===== src/rtl/alu_muldiv.sv =====
// alu_muldiv: iterative 32-bit MULT/MULTU/DIV/DIVU unit with HI/LO registers and a start/busy/done handshake.
// Define ALU_MULDIV_SIGNED_EN to enable signed MULT/DIV on op[0]; without it every op is unsigned.
module alu_muldiv #(
    parameter int unsigned WIDTH = 32
) (
    input  logic             clk,
    input  logic             rst,
    input  logic             start,
    input  logic [1:0]       op,
    input  logic [WIDTH-1:0] x,
    input  logic [WIDTH-1:0] y,
    input  logic             wrHi,
    input  logic             wrLo,
    input  logic [WIDTH-1:0] wrData,
    output logic             busy,
    output logic             done,
    output logic             divByZero,
    output logic [WIDTH-1:0] hi,
    output logic [WIDTH-1:0] lo
);

    typedef enum logic [1:0] {
        S_IDLE,
        S_CALC,
        S_FIX,
        S_DONE
    } state_t;

    localparam logic [5:0] LAST_ITER = 6'(WIDTH - 1);

    state_t             state_q;
    logic               busy_q;
    logic               done_q;
    logic               dbz_q;
    logic               div_q;
    logic               zero_q;
    logic [WIDTH-1:0]   hi_q;
    logic [WIDTH-1:0]   lo_q;
    logic [WIDTH-1:0]   x_q;
    logic [WIDTH-1:0]   b_q;
    logic [WIDTH-1:0]   rem_q;
    logic [2*WIDTH-1:0] acc_q;
    logic [5:0]         cnt_q;
`ifdef ALU_MULDIV_SIGNED_EN
    logic               neg_x_q;
    logic               neg_y_q;
`endif

    logic [WIDTH-1:0]   mag_x;
    logic [WIDTH-1:0]   mag_y;
    logic [WIDTH:0]     mul_sum;
    logic [WIDTH:0]     div_shift;
    logic [WIDTH:0]     div_diff;
    logic [2*WIDTH-1:0] prod;
    logic [WIDTH-1:0]   quot;
    logic [WIDTH-1:0]   remd;
    logic [WIDTH-1:0]   fix_hi;
    logic [WIDTH-1:0]   fix_lo;

    always_comb begin
        mag_x = x;
        mag_y = y;
`ifdef ALU_MULDIV_SIGNED_EN
        if (op[0] && x[WIDTH-1]) mag_x = -x;
        if (op[0] && y[WIDTH-1]) mag_y = -y;
`endif

        // Multiply: acc = {partial product, remaining multiplier bits}, shifted right each step.
        mul_sum   = {1'b0, acc_q[2*WIDTH-1:WIDTH]} + (acc_q[0] ? {1'b0, b_q} : '0);
        // Divide: acc low half holds dividend bits shifting out / quotient bits shifting in.
        div_shift = {rem_q, acc_q[WIDTH-1]};
        div_diff  = div_shift - {1'b0, b_q};

        prod = acc_q;
        quot = acc_q[WIDTH-1:0];
        remd = rem_q;
`ifdef ALU_MULDIV_SIGNED_EN
        if (neg_x_q ^ neg_y_q) begin
            prod = -acc_q;
            quot = -acc_q[WIDTH-1:0];
        end
        if (neg_x_q) remd = -rem_q;
`endif

        if (zero_q) begin
            fix_hi = x_q;
            fix_lo = '1;
        end else if (div_q) begin
            fix_hi = remd;
            fix_lo = quot;
        end else begin
            fix_hi = prod[2*WIDTH-1:WIDTH];
            fix_lo = prod[WIDTH-1:0];
        end
    end

    always_ff @(posedge clk) begin
        if (rst) begin
            state_q <= S_IDLE;
            busy_q  <= 1'b0;
            done_q  <= 1'b0;
            dbz_q   <= 1'b0;
            div_q   <= 1'b0;
            zero_q  <= 1'b0;
            hi_q    <= '0;
            lo_q    <= '0;
            x_q     <= '0;
            b_q     <= '0;
            rem_q   <= '0;
            acc_q   <= '0;
            cnt_q   <= '0;
`ifdef ALU_MULDIV_SIGNED_EN
            neg_x_q <= 1'b0;
            neg_y_q <= 1'b0;
`endif
        end else begin
            case (state_q)
                S_IDLE, S_DONE: begin
                    done_q <= 1'b0;
                    if (wrHi) hi_q <= wrData;
                    if (wrLo) lo_q <= wrData;
                    if (start) begin
                        state_q <= S_CALC;
                        busy_q  <= 1'b1;
                        dbz_q   <= 1'b0;
                        div_q   <= op[1];
                        zero_q  <= op[1] && (y == '0);
                        x_q     <= x;
                        cnt_q   <= '0;
                        rem_q   <= '0;
                        b_q     <= op[1] ? mag_y : mag_x;
                        acc_q   <= {{WIDTH{1'b0}}, (op[1] ? mag_x : mag_y)};
`ifdef ALU_MULDIV_SIGNED_EN
                        neg_x_q <= op[0] & x[WIDTH-1];
                        neg_y_q <= op[0] & y[WIDTH-1];
`endif
                    end else begin
                        state_q <= S_IDLE;
                    end
                end
                S_CALC: begin
                    cnt_q <= cnt_q + 6'd1;
                    if (div_q) begin
                        rem_q <= div_diff[WIDTH] ? div_shift[WIDTH-1:0] : div_diff[WIDTH-1:0];
                        acc_q[WIDTH-1:0] <= {acc_q[WIDTH-2:0], ~div_diff[WIDTH]};
                    end else begin
                        acc_q <= {mul_sum, acc_q[WIDTH-1:1]};
                    end
                    if (cnt_q == LAST_ITER) state_q <= S_FIX;
                end
                S_FIX: begin
                    hi_q    <= fix_hi;
                    lo_q    <= fix_lo;
                    dbz_q   <= zero_q;
                    busy_q  <= 1'b0;
                    done_q  <= 1'b1;
                    state_q <= S_DONE;
                end
                default: state_q <= S_IDLE;
            endcase
        end
    end

    assign busy      = busy_q;
    assign done      = done_q;
    assign divByZero = dbz_q;
    assign hi        = hi_q;
    assign lo        = lo_q;

endmodule


===== config.mk =====
export PLATFORM = sky130hd
export DESIGN_NAME = alu_muldiv
export DESIGN_NICKNAME = d
export VERILOG_FILES = /design/src/rtl/alu_muldiv.sv
export SDC_FILE = /design/constraint.sdc
export NUM_CORES = 1
export LEC_CHECK = 0
export ABC_AREA = 1
export CAP_MARGIN = 30
export CELL_PAD_IN_SITES_DETAIL_PLACEMENT = 1
export CELL_PAD_IN_SITES_GLOBAL_PLACEMENT = 1
export CORE_ASPECT_RATIO = 0.7
export CORE_MARGIN = 1
export CORE_UTILIZATION = 37
export CTS_CLUSTER_SIZE = 10
export DETAILED_ROUTE_END_ITERATION = 16
export GPL_ROUTABILITY_DRIVEN = 0
export HOLD_SLACK_MARGIN = 0.05
export PLACE_DENSITY_LB_ADDON = 0.05
export SLEW_MARGIN = 30
export SYNTH_ARGS = -nofsm -noshare
export SYNTH_HDL_FRONTEND = slang
export SYNTH_SLANG_ARGS = --single-unit

===== constraint.sdc =====
create_clock -name clk -period 2.5 [get_ports clk]
set_input_delay 0.75 -clock clk [delete_from_list [all_inputs] [get_ports clk]]
set_output_delay 0.75 -clock clk [all_outputs]
set_load 0.01 [all_outputs]

**After elaboration in Yosys (flattened, before gate mapping)**

Index checks and enable logic that the tools add are counted.

- Mux-type cells: 28
- Equality and inequality tests: 10
- Reductions and logical operators: 13
- Shifts and indexed selects: 0
- Bitwise logic cells: 1
- Magnitude comparators: 0
- Multiply operators: 0
- $add $sub $neg: 3
- Div/mod/pow operators: 0

Operators by type and width:

| operator | number |
|---|---|
| $mux W32 | 13 |
| $pmux W32 S2 | 3 |
| $pmux W64 S2 | 1 |
| $mux W64 | 1 |
| $add A32 B32 Y33 | 1 |
| $sub A33 B32 Y33 | 1 |
| $logic_not A32 Y1 | 1 |
| $ne A2 B2 Y1 const B | 6 |
| $pmux W6 S2 | 1 |
| $reduce_and A2 Y1 | 5 |
| $add A6 B1 Y6 const B | 1 |
| $eq A6 B5 Y1 const B | 1 |
| $mux W6 | 1 |
| $pmux W1 S2 | 3 |
| $pmux W2 S3 | 1 |
| $reduce_and A3 Y1 | 2 |
| $eq A2 B2 Y1 const B | 2 |
| $reduce_bool A2 Y1 | 2 |
| $mux W1 | 3 |
| $eq A2 B1 Y1 const B | 1 |
| $logic_not A2 Y1 | 1 |
| $mux W2 | 1 |
| $reduce_or A2 Y1 | 1 |
| $logic_and A1 B1 Y1 | 1 |
| $not A1 Y1 | 1 |

- Register bits: 237
- Bits of input ports: 103
- Output and inout port bits: 67
- Memories: 0
- Bits in latches: 0
- Bits in writable memories: 0
- Memory bits (read-only): 0
- Word-level logic and storage cells: 69

**Logic depth before layout (Yosys ltp)**

Gate-level depths: netlist (run 1).

- Word-level depth: 4
- Depth in mapped cells: 19
- Depth with buffers taken out: 18

**Worst setup path before layout (run 1)**

OpenSTA, ideal clock, no wires.

- Path type: register to register
- Start point: register acc_q[0]
- End point: register acc_q[61]
- Path buffers: 2
- Clock period less this slack: 2.536 ns
- Cell stages (with the launch flop): 18
- Required time: 2.368 ns
- Setup time: 0.132 ns
- Slack: -0.036 ns
- Arrival time: 2.404 ns
- Path through: dfxtp_1 > clkbuf_1 > clkbuf_1 > nand2_1 > inv_1 > ha_1 > inv_1 > fa_1 > o21ai_1 > nand2_1 > nand2_1 > nand3_1 > nand2_1 > nand3b_1 > nand2_1 > nand2_1 > nand3_1 > a21oi_1

- Cells in the longest elaborated chain, start to end: 4

Ends and longest elaborated chain:

| element | RTL line | text |
|---|---|---|
| start, declared | 42 | `logic [2*WIDTH-1:0] acc_q;` |
| start signal, assigned | 132 | `acc_q <= {{WIDTH{1'b0}}, (op[1] ? mag_x : mag_y)};` |
| start signal, assigned by index | 145 | `acc_q[WIDTH-1:0] <= {acc_q[WIDTH-2:0], ~div_diff[WIDTH]};` |
| start signal, assigned | 147 | `acc_q <= {mul_sum, acc_q[WIDTH-1:1]};` |
| $mux W32 | 69 | `mul_sum = {1'b0, acc_q[2*WIDTH-1:WIDTH]} + (acc_q[0] ? {1'b0, b_q} : '0);` |
| $add A32 B32 Y33 | 69 |  |
| $mux W32 | 143 | `if (div_q) begin` |
| $pmux W64 S2 | 117 | `case (state_q)` |

Every way passes these cells. The select of a mux whose other input is x is not followed.
A chain may end at the register's enable or synchronous reset.

**Final worst setup path (run 1)**

- Start point: register acc_q[31]
- End point: register rem_q[20]

- Cells in the longest elaborated chain, start to end: 4

Ends and longest elaborated chain:

| element | RTL line | text |
|---|---|---|
| $sub A33 B32 Y33 | 72 | `div_diff = div_shift - {1'b0, b_q};` |
| $mux W32 | 144 | `rem_q <= div_diff[WIDTH] ? div_shift[WIDTH-1:0] : div_diff[WIDTH-1:0];` |
| $mux W32 | 143 |  |
| $pmux W32 S2 | 117 |  |
| end signal, assigned | 144 |  |
| end, declared | 41 | `logic [WIDTH-1:0] rem_q;` |

Every way passes these cells. The select of a mux whose other input is x is not followed.

==> results of run 1 <==
[cell families after synthesis]
family / after synthesis / synth area share
flops: 237 / 0.302
fa+ha+maj: 70 / 0.0566
compound gates: 631 / 0.234
buf+inv: 485 / 0.119
xor+xnor: 15 / 0.00835
simple gates: 1077 / 0.280
[area by class of cell]
type,instances,area [um^2],area share
Tap cell,544,681,0.0339
Clock inverter,4,26.3,0.00131
Timing Repair Buffer,310,3030,0.151
Multi-Input combinational cell,1793,9450,0.471
Sequential cell,237,4750,0.237
Clock buffer,38,790,0.0393
Inverter,358,1340,0.0669
Antenna cell,3,7.51,0.000374
[worst register-to-register path: cells and delay by family, from the launching register on]
kind            cells  cell delay, ns
fa+ha+maj           2            0.51
buf+inv             3            0.29
compound gates      1            0.07
simple gates       11            1.06
flops               1            0.32
[path summary, 6_finish.rpt]
| path | from | to |
|---|---|---|
| worst min register to register | x_q[30] | x_q[30] |
| worst max-delay path | acc_q[31] | rem_q[20] |
| worst max register to register | acc_q[31] | rem_q[20] |
| worst min-delay path | x_q[30] | x_q[30] |
[cell usage in the layout, fill, tap and decap left out, drive strengths merged, types with 3 or more instances in the layout]
| master | n |
|---|---|
| dfxtp | 237 |
| clkbuf | 38 |
| buf | 144 |
| nor4 | 7 |
| and2 | 3 |
| nor3 | 16 |
| o21a | 4 |
| inv | 355 |
| clkdlybuf4s50 | 166 |
| xor2 | 13 |
| nand2 | 696 |
| o22ai | 25 |
| o32ai | 9 |
| a21oi | 208 |
| a221oi | 33 |
| o21ai | 202 |
| a31oi | 65 |
| o21bai | 3 |
| ha | 68 |
| o211ai | 63 |
| o221ai | 6 |
| clkinv | 6 |
| nand3 | 103 |
| nor2 | 209 |
| nand3b | 8 |
| or2 | 14 |
| nand4 | 18 |
| diode | 3 |
| a21o | 8 |
[through the flow]
stage / hold WS (ns) / setup slack [ns] / setup TNS (ns) / cells / power [mW]
4_1_cts: 0.465 / 0.0120 / 0 / 3284 / 19.0
2_1_floorplan: 0.445 / 0.0530 / 0 / 2515 / 10.4
3_3_place_gp: 0.455 / -0.0452 / -0.0500 / 3242 / 14.7
5_1_grt: 0.494 / 0.00145 / 0 / 3284 / 20.3
6_report: 0.469 / 0.104 / 0 / 3287 / 19.3
3_5_place_dp: 0.456 / -0.0934 / -0.496 / 3242 / 15.0
[registers in the layout, indices dropped and copies added (netlist names)]
signal	flops
hi	32
acc_q	64
x_q	32
cnt_q	6
lo	32
rem_q	32
zero_q	1
done	1
b_q	32
div_q	1
state_q	2
divByZero	1
busy	1
[per-layer routing]
layer	part of all wire	GRT usage	wire length (um)	vias up
met3	0.085	0.0511	6430	88
met5	0.00045	0	34	-
met1	0.48	0.516	36200	9107
met2	0.42	0.517	31800	677
met4	0.019	0.0650	1440	6
li1	-	-	-	8708
[what timing repair did]
| action | CTS | global route |
|---|---|---|
| setup endpoints to repair | 31 | 51 |
| gates resized for setup | 7 | 80 |
| pin swaps | 1 | 5 |
| hold endpoints to repair | 0 | 0 |
[report_power, final]
part	internal, mW	leakage (nW)	switching [mW]
Sequential	4.85	1.95	0.753
Combinational	3.72	6.70	6.08
Clock	2.17	0.399	1.75
Total	10.7	9.05	8.58
==> out/qor.yml, run 1 <==
grt:
  antenna_found_initial: 5
  grt_overflow: 0
  grt_util_all_layers: 0.344
  grt_pass1_wl_mm: 114
  grt_max_degree: 126
  grt_pass1_vias: 18201
placement:
  portBuffers: 168
  dp_hpwl_mm: 60.8
  dpl_cell_area_mm2: 0.0189
hold_path:
  min_path_type: "reg2reg"
  min_path_cells: 2
logic_synthesis:
  synthesis.nets: 2688
  yosysTopAreaCell: "dfxtp_1"
  yosysSeqAreaShare: 0.302
  syn_area_mm2: 0.0157
  synth_edf_count: 0
  ys_top_cells_by_area: "dfxtp_1, nand2_1, inv_1"
  yosysWarningCount: 0
  synth_common_cells: "nand2_1, inv_1, dfxtp_1"
  yosysUniqueCellTypes: 45
  syn_avg_cell_area_um2: 6.25
  synth_most_common_cell: "nand2_1"
  synth_top_area_frac: 0.302
  synth_cells: 2515
  synth-async-reset-ratio: 0
  synth_ff_type: "dfxtp_1"
  synth_seq_cells: 237
clock_network:
  clk_pin_slew_ns: 0.06
  clockBufferDepth: 3
  post-cts-setup-buffers: 0
  clkLatencyLatePin_ns: 0.58
  cts_buffers: 29
  cts_root_buf: "clkbuf_16"
  ctsHoldBuffers: 0
  htreeDepth: 1
  cts_tree: "done"
  cts.sinks: 237
routing:
  wl_per_cell_um: 23.1
  viasPerCell: 5.65
  routed_wl_mm: 75.8
  ant_nets: 0
  vias: 18586
  drc: 0
  drtIter0Drc: 1800
  first_pass_iters: 6
floorplanning:
  start_util: 0.380
  core_mm2: 0.0414
  die_w_um: 248
  chipHeight_um: 174
  io_pins: 170
  dieArea_mm2: 0.0433
  row_count: 62
setup_path:
  worstPathRequired_ns: 2.92
  crit_type: "reg2reg"
  crit_chain: "inv_2, ha_2, inv_1, fa_2, nand2_1, nand2_2, nand3_2, nand2_2, nand2_2, nand2_2, nand2_4, nand3_2, nand2_8, buf_12, nand2_1, nand3_1, a21oi_1"
  path_buf_inv: 3
  crit_slowest_cell: "fa_2"
  critical_path.max_fanout: 13
  cpLargestDelayFamily: "simple AND/OR/NAND/NOR gates"
  cp.depth: 17
  cp-end-kind: "register"
  cp-start-kind: "register"
  regToRegSetupSlack_ns: 0.10
  worstPathArrival_ns: 2.82
  cp_common_cell: "nand2_2"
  r2r_cells: 17
  slowest_delay_ns: 0.35
timing:
  setup_viol: 0
  fmax_ghz: 0.417
  hold_viol: 0
  grt_setup_unrepaired: "no"
  tightest_slew_ns: 0.865
  clock-skew-final_ns: 0.0140
  maxSlewHeadroom: 0.421
  fin_crit_sh: 0.959
  period_needed_ns: 2.40
  final-max-slew-violation-count: 0
layout:
  area_growth_pct: 27.7
  nFillCells: 5500
  fin_area_mm2: 0.0201
  nets: 2902
  fin_util: 0.485
  layout-drive-gt1-share: 0.111
flow_run:
  maxCapViolCount: 0
pwr:
  power_density_mw_per_mm2: 962
  p_leak_nw: 9.05
  vdd_ir_drop_max_v: 0.00120
outcome:
  status: "complete, no violations"
No activity file was read; power rests on OpenSTA's default activity.
==> inputs of run 2 (changes only) <==
CTS_CLUSTER_DIAMETER = 150   (was not set)
==> run 2 against run 1 <==
Compared with the run above: final area is 0.84% lower; final cell count down 0.46%; critical endpoint unchanged; largest power group unchanged; combinational power fell by 0.4%.
==> out/qor.yml, run 2 (synthesized netlist as in run 1, its figures left out) <==
outcome:
  status: "complete, no violations"
floorplanning:
  core_mm2: 0.0414  # unchanged
  dieArea_mm2: 0.0433  # unchanged
  start_util: 0.380  # unchanged
  row_count: 62  # unchanged
  chipHeight_um: 174  # unchanged
  die_w_um: 248  # unchanged
  io_pins: 170  # unchanged
layout:
  fin_util: 0.481  # -0.00408
  area_growth_pct: 26.6
  largest_register: "acc_q"
  mostFrequentLayoutCell: "nand2_1"
  largest_reg_flops: 64  # unchanged
  nFillCells: 5520  # +0.36%
  nets: 2900  # -0.069%
  fin_area_mm2: 0.0199  # -0.84%
  layout-drive-gt1-share: 0.105  # -0.00607
  final_cell_mix: "nand2_1, inv_1, dfxtp_1, nor2_1, o21ai_0"
setup_path:
  path_buf_inv: 3  # unchanged
  r2r_start: "acc_q[31]"
  cp_common_cell: "nand2_2"
  regToRegSetupSlack_ns: 0.12  # +0.02 ns
  cp.depth: 17  # unchanged
  crit_type: "reg2reg"
  cpLargestDelayFamily: "simple AND/OR/NAND/NOR gates"
  r2r-end: "rem_q[20]"
  cp-start-kind: "register"
  r2r_cells: 17  # unchanged
  critical_path.max_fanout: 13  # unchanged
  worstPathRequired_ns: 2.90  # -0.02 ns
  worstPathArrival_ns: 2.77  # -0.05 ns
  crit_slowest_cell: "fa_2"
  cp-end-kind: "register"
  crit_chain: "inv_2, ha_2, inv_1, fa_2, nand2_1, nand2_2, nand3_2, nand2_2, nand2_2, nand2_2, nand2_4, nand3_2, nand2_8, buf_12, nand2_1, nand3_1, a21oi_1"
  slowest_delay_ns: 0.35  # about the same
  cp-startpoint: "acc_q[31]"
placement:
  dpl_cell_area_mm2: 0.0189  # unchanged
  dp_hpwl_mm: 60.8  # unchanged
  portBuffers: 168  # unchanged
pwr:
  vdd_ir_drop_max_v: 0.00121  # +0.42%
  finalPower_mw: 18.9  # -2.3%
  power_density_mw_per_mm2: 949  # -1.4%
  p_leak_nw: 8.99  # -0.64%
clock_network:
  cts_buffers: 27  # -6.9%
  ctsHoldBuffers: 0  # unchanged
  cts_root_buf: "clkbuf_16"
  post-cts-setup-buffers: 0  # unchanged
  cts_tree: "done"
  htreeDepth: 1  # unchanged
  cts.sinks: 237  # unchanged
  clk_pin_slew_ns: 0.06  # about the same
  clkLatencyLatePin_ns: 0.57  # about the same
  clockBufferDepth: 3  # unchanged
routing:
  drtIter0Drc: 1731  # -3.8%
  drc: 0  # unchanged
  ant_nets: 0  # unchanged
  routed_wl_mm: 75.8  # -0.11%
  wl_per_cell_um: 23.2  # +0.35%
  vias: 18565  # -0.11%
  viasPerCell: 5.67  # +0.34%
  first_pass_iters: 5  # -1
timing:
  hold_viol: 0  # unchanged
  period_needed_ns: 2.38  # -0.0208 ns
  maxSlewHeadroom: 0.432  # +0.0112
  finalSetupTns_ns: 0  # unchanged
  setup_viol: 0  # unchanged
  final-max-slew-violation-count: 0  # unchanged
  clock-skew-final_ns: 0.0276  # +0.0137 ns
  grt_setup_unrepaired: "yes"
  fin_crit_sh: 0.950  # -0.00833
  fmax_ghz: 0.421  # +0.88%
  tightest_slew_ns: 0.843  # -0.0219 ns
hold_path:
  min_to: "x_q[28]"
  min_path_type: "reg2reg"
  min_from: "x_q[28]"
  min_path_cells: 2  # unchanged
grt:
  grt_max_degree: 126  # unchanged
  antenna_found_initial: 4  # -1
  grt_pass1_vias: 18143  # -0.32%
  grt_pass1_wl_mm: 113  # -0.38%
  grt_overflow: 0  # unchanged
  grt_util_all_layers: 0.343  # -0.000887
flow_run:
  maxCapViolCount: 0  # unchanged
## run 2: changes by cell type in the layout (fill, tap and decap cells not counted), sizes merged
| cell | previous run | this run |
|---|---|---|
| clkbuf | 38 | 27 |
| diode | 3 | 1 |
| clkinv | 6 | 5 |
| clkinvlp | 1 | 0 |
## run 2: cell type report
type                       instances  area, um^2  area share
timing repair buffer             310        3030       0.152
multi-input combinational       1793        9420       0.473
inverter                         358        1340      0.0675
tap                              544         681      0.0342
antenna                            1        2.50    0.000126
sequential                       237        4750       0.239
clock buffer                      27         676      0.0339
clock inverter                     2        13.8    0.000691
## run 2: repair_timing
item	4_1_cts	5_1_grt
pin swaps	1	5
resized for setup	5	70
endpoints found under the setup margin	26	57
## run 2: how the worst max path moves through the flow
stage,to,slack (ns)
detailed placement,zero_q,-0.09
CTS,acc_q[46],0.008
finish,rem_q[20],0.12
floorplan,acc_q[61],0.05
global route,rem_q[30],-0.01
global placement,zero_q,-0.05
## run 2: report_power, final
group          leakage, nW  internal [mW]  total (mW)  switching [mW]
Combinational         6.70           3.71        9.76            6.06
Clock                0.341           1.90        3.53            1.63
Sequential            1.95           4.85        5.60           0.750
## run 2: per-stage QoR
stage | hold slack (ns) | setup WS [ns] | instances
after detailed placement | 0.456 | -0.0934 | 3242
after global placement | 0.455 | -0.0452 | 3242
final | 0.472 | 0.124 | 3272
after CTS | 0.465 | 0.00804 | 3271
after global routing | 0.495 | -0.0130 | 3271
after floorplan | 0.445 | 0.0530 | 2515
## run 2: routing by layer
metal | share of wire | wire, um | vias to the layer above | GRT usage
met5 | 0.00045 | 34 | - | 0
met4 | 0.017 | 1330 | 6 | 0.0644
met3 | 0.084 | 6350 | 85 | 0.0530
met2 | 0.42 | 31700 | 654 | 0.515
met1 | 0.48 | 36300 | 9127 | 0.514
li1 | - | - | 8693 | -
## run 2: worst register-to-register path, stage by stage (launching register included)
cell and delay (ns):
dfxtp_1 0.32, inv_2 0.06, ha_2 0.16, inv_1 0.06, fa_2 0.35, nand2_1 0.09
nand2_2 0.08, nand3_2 0.11, nand2_2 0.07, nand2_2 0.06, nand2_2 0.08, nand2_4 0.12
nand3_2 0.13, nand2_8 0.15, buf_12 0.16, nand2_1 0.06, nand3_1 0.10, a21oi_1 0.07
==> inputs of run 3 (changes only) <==
MAX_ROUTING_LAYER = met4   (was not set)
==> run 3 against run 2 <==
Compared with the run above: sequential share of layout area decreased by 0.060 points; hold slack got worse by 0.0049 ns; routed wire length increased by 0.23%; die area unchanged; global-route usage increased by 1.0 points; core utilization increased by 0.12 points; sequential power about the same; largest power group unchanged; highest routed layer is now met4.
==> out/qor.yml, run 3 (synthesized netlist as in run 1, its figures left out) <==
placement:
  dp_cells: 3242  # unchanged
  dp_hpwl_mm: 60.8  # unchanged
  portBuffers: 168  # unchanged
  dpl_cell_area_mm2: 0.0189  # unchanged
  dp_slack_ns: -0.0934  # unchanged
routing:
  viasPerCell: 5.65  # -0.47%
  drc: 0  # unchanged
  ant_nets: 0  # unchanged
  drtIter0Drc: 1771  # +2.3%
  wl_per_cell_um: 23.1  # about the same
  vias: 18522  # -0.23%
  first_pass_iters: 6  # +1
  routed_wl_mm: 75.9  # +0.23%
pwr:
  p_leak_nw: 9.01  # +0.18%
  power_density_mw_per_mm2: 948  # -0.12%
  vdd_ir_drop_max_v: 0.00119  # -0.97%
layout:
  fin_area_mm2: 0.0200  # +0.25%
  largest_register: "acc_q"
  final_cell_mix: "nand2_1, inv_1, dfxtp_1, nor2_1, o21ai_0"
  fin_cells: 3280  # +0.24%
  layout-drive-gt1-share: 0.106  # +0.00106
  largest_reg_flops: 64  # unchanged
  mostFrequentLayoutCell: "nand2_1"
  area_growth_pct: 26.9
  nets: 2901  # +0.034%
setup_path:
  crit_chain: "inv_1, ha_2, nand2_2, nor2_2, nand2_1, clkinv_1, nand2_2, nand2_2, nand2_4, nand2_2, nand2_2, nand2_4, buf_12, nand2_1, nand3_1, a21oi_1"
  cp-start-kind: "register"
  crit_slowest_cell: "ha_2"
  regToRegSetupSlack_ns: 0.12  # about the same
  cpLargestDelayFamily: "simple AND/OR/NAND/NOR gates"
  path_buf_inv: 3  # unchanged
  r2r-end: "rem_q[24]"
  worstPathArrival_ns: 2.77  # about the same
  r2r_cells: 16  # -1
  r2r_start: "b_q[10]"
  slowest_delay_ns: 0.39  # +0.04 ns
  crit_type: "reg2reg"
  worstPathRequired_ns: 2.89  # about the same
  critical_path.max_fanout: 18  # +5
  cp-startpoint: "b_q[10]"
  cp_common_cell: "nand2_2"
  cp-end-kind: "register"
timing:
  fin_ws_ns: 0.115  # -0.00926 ns
  clock-skew-final_ns: 0.0313  # +0.00368 ns
  tightest_slew_ns: 0.919  # +0.0763 ns
  setup_viol: 0  # unchanged
  fmax_ghz: 0.419  # -0.39%
  hold_viol: 0  # unchanged
  fin_crit_sh: 0.954  # +0.00371
  maxSlewHeadroom: 0.385  # -0.0476
  period_needed_ns: 2.38  # +0.00926 ns
  final-max-slew-violation-count: 0  # unchanged
  hold_slack_ns: 0.467  # -0.00488 ns
clock_network:
  cts.sinks: 237  # unchanged
  cts_tree: "done"
  clkLatencyLatePin_ns: 0.57  # about the same
  cts_root_buf: "clkbuf_16"
  htreeDepth: 1  # unchanged
  clk_pin_slew_ns: 0.07  # about the same
  ctsHoldBuffers: 0  # unchanged
  clockBufferDepth: 3  # unchanged
  cts_buffers: 27  # unchanged
grt:
  grt_pass1_wl_mm: 113  # -0.10%
  grt_max_degree: 126  # unchanged
  grt_util_all_layers: 0.353  # +0.0101
  grt_overflow: 0  # unchanged
  grt_pass1_vias: 18165  # +0.12%
  antenna_found_initial: 8  # +4
outcome:
  status: "complete, no violations"
hold_path:
  min_to: "x_q[30]"
  min_path_cells: 2  # unchanged
  min_from: "x_q[30]"
  min_path_type: "reg2reg"
floorplanning:
  dieArea_mm2: 0.0433  # unchanged
  start_util: 0.380  # unchanged
  die_w_um: 248  # unchanged
  core_mm2: 0.0414  # unchanged
  io_pins: 170  # unchanged
  row_count: 62  # unchanged
  chipHeight_um: 174  # unchanged
flow_run:
  maxCapViolCount: 0  # unchanged
-- run 3: worst min-delay path: stages, from the launching register on --
cell	delay, ns
dfxtp_1	0.31
nand2_1	0.06
a21oi_1	0.05
-- run 3: power breakdown --
part | switching (mW) | total [mW] | internal [mW]
logic | 6.08 | 9.79 | 3.71
registers | 0.750 | 5.60 | 4.85
clock network | 1.63 | 3.53 | 1.90
-- run 3: layout make-up --
type | instances | area [um^2]
antenna | 8 | 20.0
clock buffer | 27 | 676
clock inverter | 2 | 13.8
fill | 5514 | 21500
inverter | 358 | 1340
multi-input combinational | 1793 | 9420
sequential | 237 | 4750
tap | 544 | 681
timing repair buffer | 311 | 3060
-- run 3: per-layer routing --
| layer | GRT usage | share of wire | wire [um] | vias to the layer above |
|---|---|---|---|---|
| met3 | 0.0524 | 0.073 | 5580 | 74 |
| li1 | - | - | - | 8702 |
| met4 | 0.0665 | 0.017 | 1280 | 0 |
| met5 | - | 0 | 0 | - |
| met2 | 0.514 | 0.42 | 31800 | 661 |
| met1 | 0.514 | 0.49 | 37300 | 9085 |
-- run 3: worst max path at each step --
stage | slack (ns) | cells past startpoint | to
floorplan | 0.05 | 17 | acc_q[61]
global placement | -0.05 | 8 | zero_q
detailed placement | -0.09 | 8 | zero_q
CTS | 0.008 | 12 | acc_q[46]
global route | -0.003 | 16 | rem_q[18]
finish | 0.12 | 16 | rem_q[24]
-- run 3: stage by stage --
stage | setup TNS (ns) | util | power (mW)
6_report | 0 | 0.482 | 18.9
5_1_grt | -0.00461 | 0.482 | 19.9
4_1_cts | 0 | 0.473 | 18.6
3_5_place_dp | -0.496 | 0.456 | 15.0
3_3_place_gp | -0.0500 | 0.456 | 14.7
2_1_floorplan | 0 | - | 10.4
-- run 3: what timing repair did --
item / in CTS / in global routing
setup endpoints to repair: 26 / 57
gates cloned: 0 / 1
setup buffers: 0 / 0
pin swaps: 1 / 5
gates resized for setup: 5 / 72
